<file path="config.mk">
export PLATFORM = sky130hd
export DESIGN_NAME = ext_irq_ctrl_flat
export DESIGN_NICKNAME = d
export VERILOG_FILES = /design/src/rtl/ext_irq_ctrl_if.sv /design/src/rtl/ext_irq_ctrl.sv /design/src/flat_wrapper.sv
export SDC_FILE = /design/constraint.sdc
export NUM_CORES = 1
export LEC_CHECK = 0
export CORE_AREA = 2 2 43 45
export CTS_CLUSTER_DIAMETER = 40
export DETAILED_ROUTE_END_ITERATION = 16
export DIE_AREA = 0 0 45 47
export PLACE_DENSITY = 0.77
export SLEW_MARGIN = 20
export SYNTH_ARGS = -nofsm -noshare
export SYNTH_HDL_FRONTEND = slang
export SYNTH_SLANG_ARGS = --single-unit
</file>
<file path="constraint.sdc">
create_clock -name clk -period 2 [get_ports clk]
set_clock_uncertainty 0.05 [all_clocks]
set_input_delay 0.4 -clock clk [delete_from_list [all_inputs] [get_ports clk]]
set_output_delay 0.4 -clock clk [all_outputs]
set_load 0.02 [all_outputs]
</file>
<file path="src/rtl/ext_irq_ctrl_if.sv">
// rtl/ext_irq_ctrl_if.sv - interrupt lines, mask write and CPU handshake bundle for ext_irq_ctrl
interface ext_irq_ctrl_if;
    logic [3:0] irq_in;
    logic       mask_we;
    logic [3:0] mask_wdata;
    logic       ExtIAck;
    logic       ERet;
    logic       ExtIRQ;
    logic [1:0] irq_id;
    logic [3:0] pending;
    logic [3:0] mask;
    logic       busy;

    // CPU / system side
    modport master (
        output irq_in, mask_we, mask_wdata, ExtIAck, ERet,
        input  ExtIRQ, irq_id, pending, mask, busy
    );

    // Controller side
    modport slave (
        input  irq_in, mask_we, mask_wdata, ExtIAck, ERet,
        output ExtIRQ, irq_id, pending, mask, busy
    );
endinterface

</file>
<file path="src/rtl/ext_irq_ctrl.sv">
// rtl/ext_irq_ctrl.sv - 4-source edge-triggered interrupt controller, optional input sync via IRQ_SYNC_EN
module ext_irq_ctrl (
    input  logic           clk,
    input  logic           reset,
    ext_irq_ctrl_if.slave  bus
);

    typedef enum logic [1:0] {
        ST_IDLE = 2'd0,
        ST_REQ  = 2'd1,
        ST_SERV = 2'd2
    } state_t;

    state_t     state;
    logic [3:0] irq_src;
    logic [3:0] irq_q;
    logic [3:0] rise;
    logic [3:0] clr;
    logic [3:0] pending_r;
    logic [3:0] mask_r;
    logic [3:0] active;
    logic       any_active;
    logic [1:0] first_id;
    logic       ext_irq_r;
    logic       busy_r;
    logic [1:0] irq_id_r;

`ifdef IRQ_SYNC_EN
    logic [3:0] sync1;
    logic [3:0] sync2;

    // Two-flop synchronizer for asynchronous interrupt lines
    always_ff @(posedge clk) begin
        if (reset) begin
            sync1 <= 4'b0000;
            sync2 <= 4'b0000;
        end else begin
            sync1 <= bus.irq_in;
            sync2 <= sync1;
        end
    end

    assign irq_src = sync2;
`else
    assign irq_src = bus.irq_in;
`endif

    assign rise       = irq_src & ~irq_q;
    assign active     = pending_r & mask_r;
    assign any_active = |active;
    assign clr        = (state == ST_REQ && bus.ExtIAck) ? (4'b0001 << irq_id_r) : 4'b0000;

    // Lowest set index wins; bit 0 has highest priority
    always_comb begin
        first_id = 2'd0;
        for (int i = 3; i >= 0; i--) begin
            if (active[i]) first_id = 2'(i);
        end
    end

    // Edge history: cleared on reset so a line high at release counts as one edge
    always_ff @(posedge clk) begin
        if (reset) irq_q <= 4'b0000;
        else       irq_q <= irq_src;
    end

    // Pending bits: new edges win over the acknowledge clear
    always_ff @(posedge clk) begin
        if (reset) pending_r <= 4'b0000;
        else       pending_r <= (pending_r & ~clr) | rise;
    end

    // Mask register; arbitration this cycle still sees the old value
    always_ff @(posedge clk) begin
        if (reset)            mask_r <= 4'b1111;
        else if (bus.mask_we) mask_r <= bus.mask_wdata;
    end

    // Request/service handshake with registered ExtIRQ, busy and irq_id
    always_ff @(posedge clk) begin
        if (reset) begin
            state     <= ST_IDLE;
            ext_irq_r <= 1'b0;
            busy_r    <= 1'b0;
            irq_id_r  <= 2'b00;
        end else begin
            case (state)
                ST_IDLE: begin
                    if (any_active) begin
                        irq_id_r  <= first_id;
                        ext_irq_r <= 1'b1;
                        state     <= ST_REQ;
                    end
                end
                ST_REQ: begin
                    if (bus.ExtIAck) begin
                        ext_irq_r <= 1'b0;
                        busy_r    <= 1'b1;
                        state     <= ST_SERV;
                    end
                end
                ST_SERV: begin
                    if (bus.ERet) begin
                        busy_r <= 1'b0;
                        state  <= ST_IDLE;
                    end
                end
                default: begin
                    ext_irq_r <= 1'b0;
                    busy_r    <= 1'b0;
                    state     <= ST_IDLE;
                end
            endcase
        end
    end

    assign bus.ExtIRQ  = ext_irq_r;
    assign bus.busy    = busy_r;
    assign bus.irq_id  = irq_id_r;
    assign bus.pending = pending_r;
    assign bus.mask    = mask_r;

endmodule

</file>
<file path="src/flat_wrapper.sv">
// flat-port wrapper written by rule: the top's interface ports become plain ports
module ext_irq_ctrl_flat 
  (clk, reset, bus_irq_in, bus_mask_we, bus_mask_wdata, bus_ExtIAck, bus_ERet, bus_ExtIRQ, bus_irq_id, bus_pending, bus_mask, bus_busy);
  ext_irq_ctrl_if bus_i ();
  input  logic clk;
  input  logic reset;
  input wire logic [$bits(bus_i.irq_in)-1:0] bus_irq_in;
  input wire logic [$bits(bus_i.mask_we)-1:0] bus_mask_we;
  input wire logic [$bits(bus_i.mask_wdata)-1:0] bus_mask_wdata;
  input wire logic [$bits(bus_i.ExtIAck)-1:0] bus_ExtIAck;
  input wire logic [$bits(bus_i.ERet)-1:0] bus_ERet;
  output wire logic [$bits(bus_i.ExtIRQ)-1:0] bus_ExtIRQ;
  output wire logic [$bits(bus_i.irq_id)-1:0] bus_irq_id;
  output wire logic [$bits(bus_i.pending)-1:0] bus_pending;
  output wire logic [$bits(bus_i.mask)-1:0] bus_mask;
  output wire logic [$bits(bus_i.busy)-1:0] bus_busy;
  assign bus_i.irq_in = bus_irq_in;
  assign bus_i.mask_we = bus_mask_we;
  assign bus_i.mask_wdata = bus_mask_wdata;
  assign bus_i.ExtIAck = bus_ExtIAck;
  assign bus_i.ERet = bus_ERet;
  assign bus_ExtIRQ = bus_i.ExtIRQ;
  assign bus_irq_id = bus_i.irq_id;
  assign bus_pending = bus_i.pending;
  assign bus_mask = bus_i.mask;
  assign bus_busy = bus_i.busy;
  ext_irq_ctrl u_core (.clk(clk), .reset(reset), .bus(bus_i));
endmodule
</file>
==> impl_metrics.env, run 1 <==
export IMPL_status="finished clean"
export IMPL_report_final_slew_viol_count=0
export IMPL_htreeDepth=1
export IMPL_io_buffers=24
export IMPL_synth_top_family_by_area="compound AO/OA/AOI/OAI gates"
export IMPL_boundaryPins=25
export IMPL_grt_max_degree=10
export IMPL_grt_pass1_wl_um=2484
export IMPL_ir_drop_uv=468.0
export IMPL_final_area_um2=992.2
export IMPL_cp_num_buf_inv=1
export IMPL_max_slew_margin=0.7714
export IMPL_finalSetupViolations=0
export IMPL_synth_most_common_cell="dfxtp_1"
export IMPL_crit_arrival_ns=1.33
export IMPL_clock_sinks=18
export IMPL_core_area_um2=1652
export IMPL_avgSynthCellArea_um2=9.684
export IMPL_synth_area_leaders="dfxtp_1 (51%), nor2b_1 (7.1%), a21oi_1 (6.4%)"
export IMPL_ys_warn_count=0
export IMPL_ys_flop_type="dfxtp_1"
export IMPL_clk_latency_ns=0.28
export IMPL_clockBufferDepth=2
export IMPL_synth_simple_area_share=0.1841
export IMPL_drtIter0Drc=18
export IMPL_path_max_fanout=5
export IMPL_dpl_hpwl_um=1181
export IMPL_clock_tree_root_cell="clkbuf_4"
export IMPL_muxShareOfSynthArea=0
export IMPL_cts_post_setup_buffers_inserted=0
export IMPL_finalHoldViolations=0
export IMPL_track_usage=0.1621
export IMPL_drive_gt1_frac=0.08081
export IMPL_tightest_slew_ns=0.3418
export IMPL_netlist_area_leader_share=0.5097
export IMPL_diodes=0
export IMPL_clkTransAtPathRegs_ns=0.09
export IMPL_cp_end_kind="primary output"
export IMPL_slowest_delay_ns=0.63
export IMPL_ys_ff_latch=18
export IMPL_whs_ns=0.4354
export IMPL_max_freq_mhz=560.9
export IMPL_gp_congestion=0.7560
export IMPL_area_delta_synth_final_pct=40.35
export IMPL_critPathLaunchType="flip-flop"
export IMPL_synthArstFlopShare=0
export IMPL_hold_class="reg2reg"
export IMPL_yosys_area_top_type="dfxtp_1"
export IMPL_firstDrtPassIters=4
export IMPL_grt_overflow_total=0
export IMPL_place_area_um2=969.7
export IMPL_die_y_um=47
export IMPL_layout_nets=114
export IMPL_viasPerCell=5.681
export IMPL_die_x_um=45
export IMPL_via_count=659
export IMPL_drc=0
export IMPL_path_cells="clkdlybuf4s50_1"
export IMPL_start_util=0.4280
export IMPL_crit_type="reg2out"
export IMPL_rows=15
export IMPL_yosys_top_cells_count="dfxtp_1 (18), a21oi_1 (9), nor2b_1 (8)"
export IMPL_ff2ff_path_depth=3
export IMPL_hold_path_startpoint="u_core.irq_q[3]$_SDFF_PP0_"
export IMPL_ys_types=23
export IMPL_critPathSlowestCell="clkdlybuf4s50_1"
export IMPL_ys_seq_area_frac=0.5097
export IMPL_period_minus_slack_ns=1.783
export IMPL_r2r_slack_ns=0.74
export IMPL_die_area_um2=2115
export IMPL_wl_per_cell_um=13.27
export IMPL_antenna_left=0
export IMPL_synth_fa_ha_area_frac=0
export IMPL_hold_depth=2
export IMPL_fill_cells=152
export IMPL_fin_crit_sh=0.8915
export IMPL_synth_compound_area_frac=0.2708
export IMPL_post_cts_resized=0
export IMPL_p_leak_nw=0.3762
export IMPL_critPathTopFamily="buffers and inverters"
export IMPL_p_per_area_nw_per_um2=786.1
export IMPL_rsz0062_at_grt="false"
export IMPL_cts_made_buffers=3
export IMPL_synth_cells=73
export IMPL_syn_cell_area_um2=706.9
export IMPL_antenna_found_initial=0
export IMPL_tns_ns=0
export IMPL_syn_nets=86
export IMPL_synthXorXnorAreaFrac=0
export IMPL_r2r_start="u_core.state[0]$_SDFFE_PP0P_"
export IMPL_timing_rr_end="u_core.bus.pending[2]$_SDFF_PP0_"
export IMPL_required_ns=1.55
export IMPL_wirelength_um=1539
export IMPL_postCtsHoldBufs=0
export IMPL_cts_tree="done"
export IMPL_hold_end="u_core.bus.pending[3]$_SDFF_PP0_"
export IMPL_first_global_vias=572
export IMPL_cap_violations=0
export IMPL_synth_edff_count=0
[worst min-delay path: cells and delay by family (launching register included)]
| kind | cells | cell delay, ns |
|---|---|---|
| simple gates | 1 | 0.09 |
| compound gates | 1 | 0.05 |
| flops | 1 | 0.31 |
[cell usage in the layout (no fill, tap or decap), drive strengths merged]
cell type	n
clkdlybuf4s50	24
dfxtp	18
a21oi	10
nor2b	8
nand2b	5
nor2	4
a211o	4
inv	3
clkbuf	3
o21ai	2
o31ai	2
a22o	2
a211oi	2
nand2	2
buf	2
nand4	1
nand3	1
o32a	1
or3	1
or2	1
a32o	1
a41o	1
a2111oi	1
[worst max-delay path by stage]
stage / to / startpoint / depth (start not counted)
after floorplan: u_core.bus.ExtIRQ$_SDFFE_PP0P_ / u_core.bus.pending[1]$_SDFF_PP0_ / 4
after global placement: u_core.state[0]$_SDFFE_PP0P_ / reset / 3
after detailed placement: u_core.bus.pending[2]$_SDFF_PP0_ / bus_ExtIAck / 4
after CTS: bus_irq_id[1] / u_core.bus.irq_id[1]$_SDFFE_PP0P_ / 1
after global routing: bus_irq_id[1] / u_core.bus.irq_id[1]$_SDFFE_PP0P_ / 1
final: bus_irq_id[1] / u_core.bus.irq_id[1]$_SDFFE_PP0P_ / 1
[flip-flops by register name, indices dropped and copies added, names as in the netlist]
name and flops:
u_core.bus.busy 1, u_core.irq_q 4, u_core.bus.irq_id 2, u_core.bus.pending 4
u_core.bus.ExtIRQ 1, u_core.state 2, u_core.bus.mask 4
[metal layers]
layer  vias up  wire length (um)  track usage
met1       314               663       0.2000
met4         0                12      0.05294
li1        316                 -            -
met2        27               777       0.2829
met5         -                 0            0
met3         2                86      0.03462
[through the flow]
stage / worst slack, ns / utilization / total power (W) / std cells
after floorplan: 0.7388 / - / 0.0005268 / 73
after global placement: 0.3252 / 0.5871 / 0.0006120 / 113
after detailed placement: 0.2900 / 0.5871 / 0.0006169 / 113
after CTS: 0.2086 / 0.6008 / 0.0007837 / 116
after global routing: 0.1488 / 0.6008 / 0.0008144 / 116
final: 0.2170 / 0.6008 / 0.0007799 / 116
[layout make-up]
class                           instances  area, um^2  area share
Sequential cell                        18       360.3      0.3632
Clock buffer                            3       22.52     0.02270
Timing Repair Buffer                   26       255.2      0.2573
Tap cell                               17       21.27     0.02144
Inverter                                3       11.26     0.01135
Multi-Input combinational cell         49       321.6      0.3241
[logic make-up (layout without fill, tap and decap cells)]
group                  count (synthesis)  in the layout
AOI/OAI and AO/OA                     26             26
and+or+nand+nor                       23             23
DFF                                   18             18
buffers and inverters                  6             32
[where the power goes]
| group | internal (W) | total, W | switching, W |
|---|---|---|---|
| clock network | 0.0000697 | 0.000171 | 0.000101 |
| registers | 0.000389 | 0.000423 | 0.0000336 |
| logic | 0.000102 | 0.000186 | 0.0000846 |
Note: power is estimated with default switching activity, not from simulation.
==> inputs of run 2 (changes only) <==
- CORE_AREA: 2 2 43 45 -> 2 2 45 47
- DIE_AREA: 0 0 45 47 -> 0 0 47 49
- PLACE_DENSITY: 0.77 -> 0.71
- SLEW_MARGIN: 20 -> 40
- clock period: 2 -> 1.7 ns (I/O delays scaled with it)
==> run 2 against run 1 <==
Global-route usage increased by 0.42 points. Die area is 8.9% higher. Sequential cell count unchanged. Sequential power increased by 17%. Setup slack better by 0.021 ns. Critical path type unchanged.
==> impl_metrics.env, run 2 (same netlist as run 1, synthesis figures left out) <==
export IMPL_finalSetupViolations=0
export IMPL_critPathLaunchType="flip-flop"
export IMPL_die_area_um2=2303
export IMPL_track_usage=0.1663
export IMPL_rows=16
export IMPL_crit_type="reg2out"
export IMPL_cp_num_buf_inv=1
export IMPL_top_usage_layer="met2"
export IMPL_ir_drop_uv=682.7
export IMPL_tightest_slew_ns=0.3121
export IMPL_drtIter0Drc=8
export IMPL_core_area_um2=1842
export IMPL_period_minus_slack_ns=1.462
export IMPL_cts_post_setup_buffers_inserted=0
export IMPL_boundaryPins=25
export IMPL_htreeDepth=1
export IMPL_met2_usage=0.2534
export IMPL_pwr_share_clk=0.271
export IMPL_critPathTopFamily="flip-flops"
export IMPL_path_cells="dlygate4sd2_1"
export IMPL_switching_share=0.2786
export IMPL_die_y_um=49
export IMPL_post_cts_resized=10
export IMPL_p_comb_frac=0.214
export IMPL_cts_tree="done"
export IMPL_required_ns=1.31
export IMPL_area_delta_synth_final_pct=44.07
export IMPL_use_met3=0.07037
export IMPL_power_frac_seq=0.516
export IMPL_via_count=614
export IMPL_postCtsHoldBufs=0
export IMPL_hold_class="reg2reg"
export IMPL_p_int_w=0.0006947
export IMPL_dpl_hpwl_um=1224
export IMPL_die_x_um=47
export IMPL_finalHoldViolations=0
export IMPL_wl_per_cell_um=12.16
export IMPL_diodes=0
export IMPL_final_cell_mix="dfxtp_1 (18), clkdlybuf4s50_1 (12), dlygate4sd2_1 (10), a21oi_1 (9), nor2b_1 (8)"
export IMPL_antenna_left=0
export IMPL_slowest_delay_ns=0.42
export IMPL_clk_latency_ns=0.30
export IMPL_crit_arrival_ns=1.07
export IMPL_path_max_fanout=5
export IMPL_fin_crit_sh=0.8600
export IMPL_gp_congestion=0.7541
export IMPL_viasPerCell=4.797
export IMPL_p_leak_nw=0.4287
export IMPL_max_slew_margin=0.7917
export IMPL_grt_overflow_total=0
export IMPL_start_util=0.3838
export IMPL_tns_ns=0
export IMPL_antenna_found_initial=0
export IMPL_final_common_cell="dfxtp_1"
export IMPL_report_final_slew_viol_count=0
export IMPL_switching_power_w=0.0002683
export IMPL_grt_pass1_wl_um=2773
export IMPL_critPathSlowestCell="dfxtp_1"
export IMPL_p_per_area_nw_per_um2=945.5
export IMPL_grt_max_degree=11
export IMPL_drive_gt1_frac=0.09901
export IMPL_wirelength_um=1556
export IMPL_firstDrtPassIters=4
export IMPL_io_buffers=24
export IMPL_clock_sinks=18
export IMPL_cts_made_buffers=3
export IMPL_clockBufferDepth=2
export IMPL_cp_end_kind="primary output"
export IMPL_drc=0
export IMPL_layout_nets=115
export IMPL_status="finished clean"
export IMPL_use_met1=0.2133
export IMPL_cap_violations=0
export IMPL_clkTransAtPathRegs_ns=0.09
export IMPL_utilization=0.5530
export IMPL_clock_tree_root_cell="clkbuf_4"
export IMPL_rsz0062_at_grt="false"
export IMPL_first_global_vias=605
export IMPL_max_freq_mhz=684.0
run 2: final cells by class:
class                   count  area (um^2)
inverters                   3        11.26
flip-flops and latches     18        360.3
repair buffers             27        255.2
fillers                   184        823.3
well taps                  27        33.78
multi-input cells          49        321.6
clock buffers               4        36.28
run 2: metal layers:
layer / wire (um) / part of all wire
met1: 735 / 0.47
met2: 729 / 0.47
met3: 79 / 0.051
met4: 12 / 0.0077
met5: 0 / 0
run 2: per-stage QoR:
stage / power, W / worst slack, ns / instances / hold slack (ns) / area [um^2]
6_report: 0.0009630 / 0.2380 / 128 / 0.4316 / 1018
4_1_cts: 0.0009748 / 0.0009183 / 128 / 0.4366 / 1013
3_3_place_gp: 0.0007242 / 0.1022 / 124 / 0.4129 / 989.7
3_5_place_dp: 0.0007286 / 0.1153 / 124 / 0.4217 / 989.7
5_1_grt: 0.001016 / 0.1485 / 128 / 0.4663 / 1018
2_1_floorplan: 0.0006198 / 0.4388 / 73 / 0.3898 / 706.9
run 2: power by group through the flow:
stage	clock network, W	logic, W	registers [W]
final	0.000261	0.000206	0.000496
after global routing	0.000285	0.000228	0.000503
after CTS	0.000270	0.000208	0.000496
after detailed placement	0	0.000222	0.000506
after global placement	0	0.000219	0.000505
after floorplan	0	0.0000962	0.000524
run 2: worst paths after layout:
kind	start	end	slack, ns	cells after the start
worst max-delay path	u_core.bus.irq_id[1]$_SDFFE_PP0P_	bus_irq_id[1]	0.24	1
worst min-delay path	u_core.bus.ExtIRQ$_SDFFE_PP0P_	u_core.bus.ExtIRQ$_SDFFE_PP0P_	0.43	2
worst max register to register	u_core.bus.pending[1]$_SDFF_PP0_	u_core.bus.ExtIRQ$_SDFFE_PP0P_	0.44	4
worst min register to register	u_core.bus.ExtIRQ$_SDFFE_PP0P_	u_core.bus.ExtIRQ$_SDFFE_PP0P_	0.43	2
==> inputs of run 3 (changes only) <==
- CAP_MARGIN: unset -> 20
- CORE_AREA: 2 2 45 47 -> 8 8 51 53
- DIE_AREA: 0 0 47 49 -> 0 0 59 61
==> run 3 against run 2 <==
Sequential cell count is the same. Critical path type unchanged. Power shrank 4.4%. Critical path depth is the same. Cell count shrank 0.78%. Largest cell class unchanged. Register-to-register slack is essentially flat. First-iteration DRC count shrank 13%. Sequential power is essentially flat. Clock power shrank 18%. Hold slack gained 0.0061 ns. Final area shrank 0.12%.
==> impl_metrics.env, run 3 (same netlist as run 1, synthesis figures left out) <==
export IMPL_status="finished clean"
export IMPL_viasPerCell=4.945
export IMPL_area_delta_synth_final_pct=43.89
export IMPL_grt_pass1_wl_um=2766
export IMPL_seq_area_um2=360.3
export IMPL_place_area_um2=989.7
export IMPL_antenna_left=0
export IMPL_firstDrtPassIters=4
export IMPL_tns_ns=0
export IMPL_final_common_cell="dfxtp_1"
export IMPL_p_int_w=0.0006510
export IMPL_finalHoldViolations=0
export IMPL_cts_made_buffers=3
export IMPL_gp_congestion=0.7452
export IMPL_pwr_share_clk=0.231
export IMPL_use_met3=0.01907
export IMPL_setup_slack_ns=0.04800
export IMPL_drtIter0Drc=7
export IMPL_p_per_area_nw_per_um2=905.4
export IMPL_clockBufferDepth=2
export IMPL_cp_num_buf_inv=1
export IMPL_switching_power_w=0.0002700
export IMPL_grt_overflow_total=0
export IMPL_grt_max_degree=10
export IMPL_hold_class="reg2reg"
export IMPL_use_met1=0.1094
export IMPL_p_leak_nw=0.4374
export IMPL_critPathTopFamily="buffers and inverters"
export IMPL_met2_usage=0.1745
export IMPL_critPathSlowestCell="clkdlybuf4s50_1"
export IMPL_utilization=0.5523
export IMPL_htreeDepth=1
export IMPL_first_global_vias=653
export IMPL_io_buffers=24
export IMPL_antenna_found_initial=0
export IMPL_clock_tree_root_cell="clkbuf_4"
export IMPL_wirelength_um=1685
export IMPL_fill_cells=186
export IMPL_path_max_fanout=3
export IMPL_max_slew_margin=0.7863
export IMPL_crit_arrival_ns=1.26
export IMPL_max_freq_mhz=605.3
export IMPL_die_y_um=61
export IMPL_switching_share=0.2931
export IMPL_required_ns=1.31
export IMPL_die_x_um=59
export IMPL_cap_violations=0
export IMPL_wl_per_cell_um=13.27
export IMPL_drc=0
export IMPL_clk_latency_ns=0.29
export IMPL_final_cell_mix="dfxtp_1 (18), clkdlybuf4s50_1 (13), a21oi_1 (9), nor2b_1 (8), dlygate4sd2_1 (6)"
export IMPL_dpl_hpwl_um=1369
export IMPL_layout_nets=115
export IMPL_finalSetupViolations=0
export IMPL_track_usage=0.09683
export IMPL_die_area_um2=3599
export IMPL_tightest_slew_ns=0.3194
export IMPL_dp_worst_setup_slack_ns=0.1207
export IMPL_top_usage_layer="met2"
export IMPL_clkTransAtPathRegs_ns=0.10
export IMPL_rsz0062_at_grt="false"
export IMPL_report_final_slew_viol_count=0
export IMPL_cp_end_kind="primary output"
export IMPL_ir_drop_uv=561.3
export IMPL_via_count=628
export IMPL_power_frac_seq=0.538
export IMPL_critPathLaunchType="flip-flop"
export IMPL_core_area_um2=1842
export IMPL_path_cells="clkdlybuf4s50_1"
export IMPL_fin_total_pwr_w=0.0009210
export IMPL_crit_type="reg2out"
export IMPL_diodes=0
export IMPL_rows=16
export IMPL_boundaryPins=25
export IMPL_start_util=0.3838
export IMPL_fin_crit_sh=0.9718
export IMPL_p_comb_frac=0.231
export IMPL_cts_tree="done"
export IMPL_multi_input_area_um2=321.6
export IMPL_drive_gt1_frac=0.09000
export IMPL_slowest_delay_ns=0.61
export IMPL_clock_sinks=18
export IMPL_final_area_um2=1017
export IMPL_period_minus_slack_ns=1.652
-- run 3: cell types whose count changed in the layout (fill, tap and decap cells not counted) --
cell,change
clkdlybuf4s50_1,+1
dlymetal6s2s_1,+3
clkbuf_8,-1
dlygate4sd2_1,-4
-- run 3: final cells by class --
cell class,count,share of cell area
tap,27,0.03321
clock buffer,3,0.02214
timing repair buffer,27,0.2632
inverter,3,0.01107
multi-input combinational,49,0.3161
sequential,18,0.3542
-- run 3: power by group through the flow --
stage / registers [W] / logic, W / clock network [W]
floorplan: 0.000524 / 0.0000962 / 0
global placement: 0.000504 / 0.000221 / 0
detailed placement: 0.000506 / 0.000225 / 0
CTS: 0.000495 / 0.000217 / 0.000211
global route: 0.000501 / 0.000231 / 0.000230
finish: 0.000495 / 0.000213 / 0.000213
-- run 3: final timing paths --
| kind | from | to | slack [ns] | depth (start not counted) |
|---|---|---|---|---|
| worst max-delay path | u_core.bus.busy$_SDFFE_PP0P_ | bus_busy | 0.05 | 1 |
| worst min register to register | u_core.irq_q[2]$_SDFF_PP0_ | u_core.bus.pending[2]$_SDFF_PP0_ | 0.44 | 2 |
| worst max register to register | u_core.bus.pending[1]$_SDFF_PP0_ | u_core.bus.ExtIRQ$_SDFFE_PP0P_ | 0.44 | 4 |
| worst min-delay path | u_core.irq_q[2]$_SDFF_PP0_ | u_core.bus.pending[2]$_SDFF_PP0_ | 0.44 | 2 |
-- run 3: worst min-delay path: stages (launching register included) --
cell and delay, ns:
dfxtp_1 0.31, nand2b_1 0.09, a21oi_1 0.05
-- run 3: metrics by stage --
| step | instances | hold WS (ns) |
|---|---|---|
| 2_1_floorplan | 73 | 0.3898 |
| 3_3_place_gp | 124 | 0.4170 |
| 3_5_place_dp | 124 | 0.4297 |
| 4_1_cts | 127 | 0.4442 |
| 5_1_grt | 127 | 0.4667 |
| 6_report | 127 | 0.4377 |
-- run 3: what timing repair did --
item,CTS,global route
resized for setup,6,5
hold buffers,0,0
setup endpoints to repair,6,5
endpoints found under the hold margin,0,0
buffers inserted,0,0
-- run 3: per-layer routing --
metal  vias up  wire, um
met3         2        32
met2         9       870
met1       299       766
met5         -         0
li1        318         -
met4         0        14
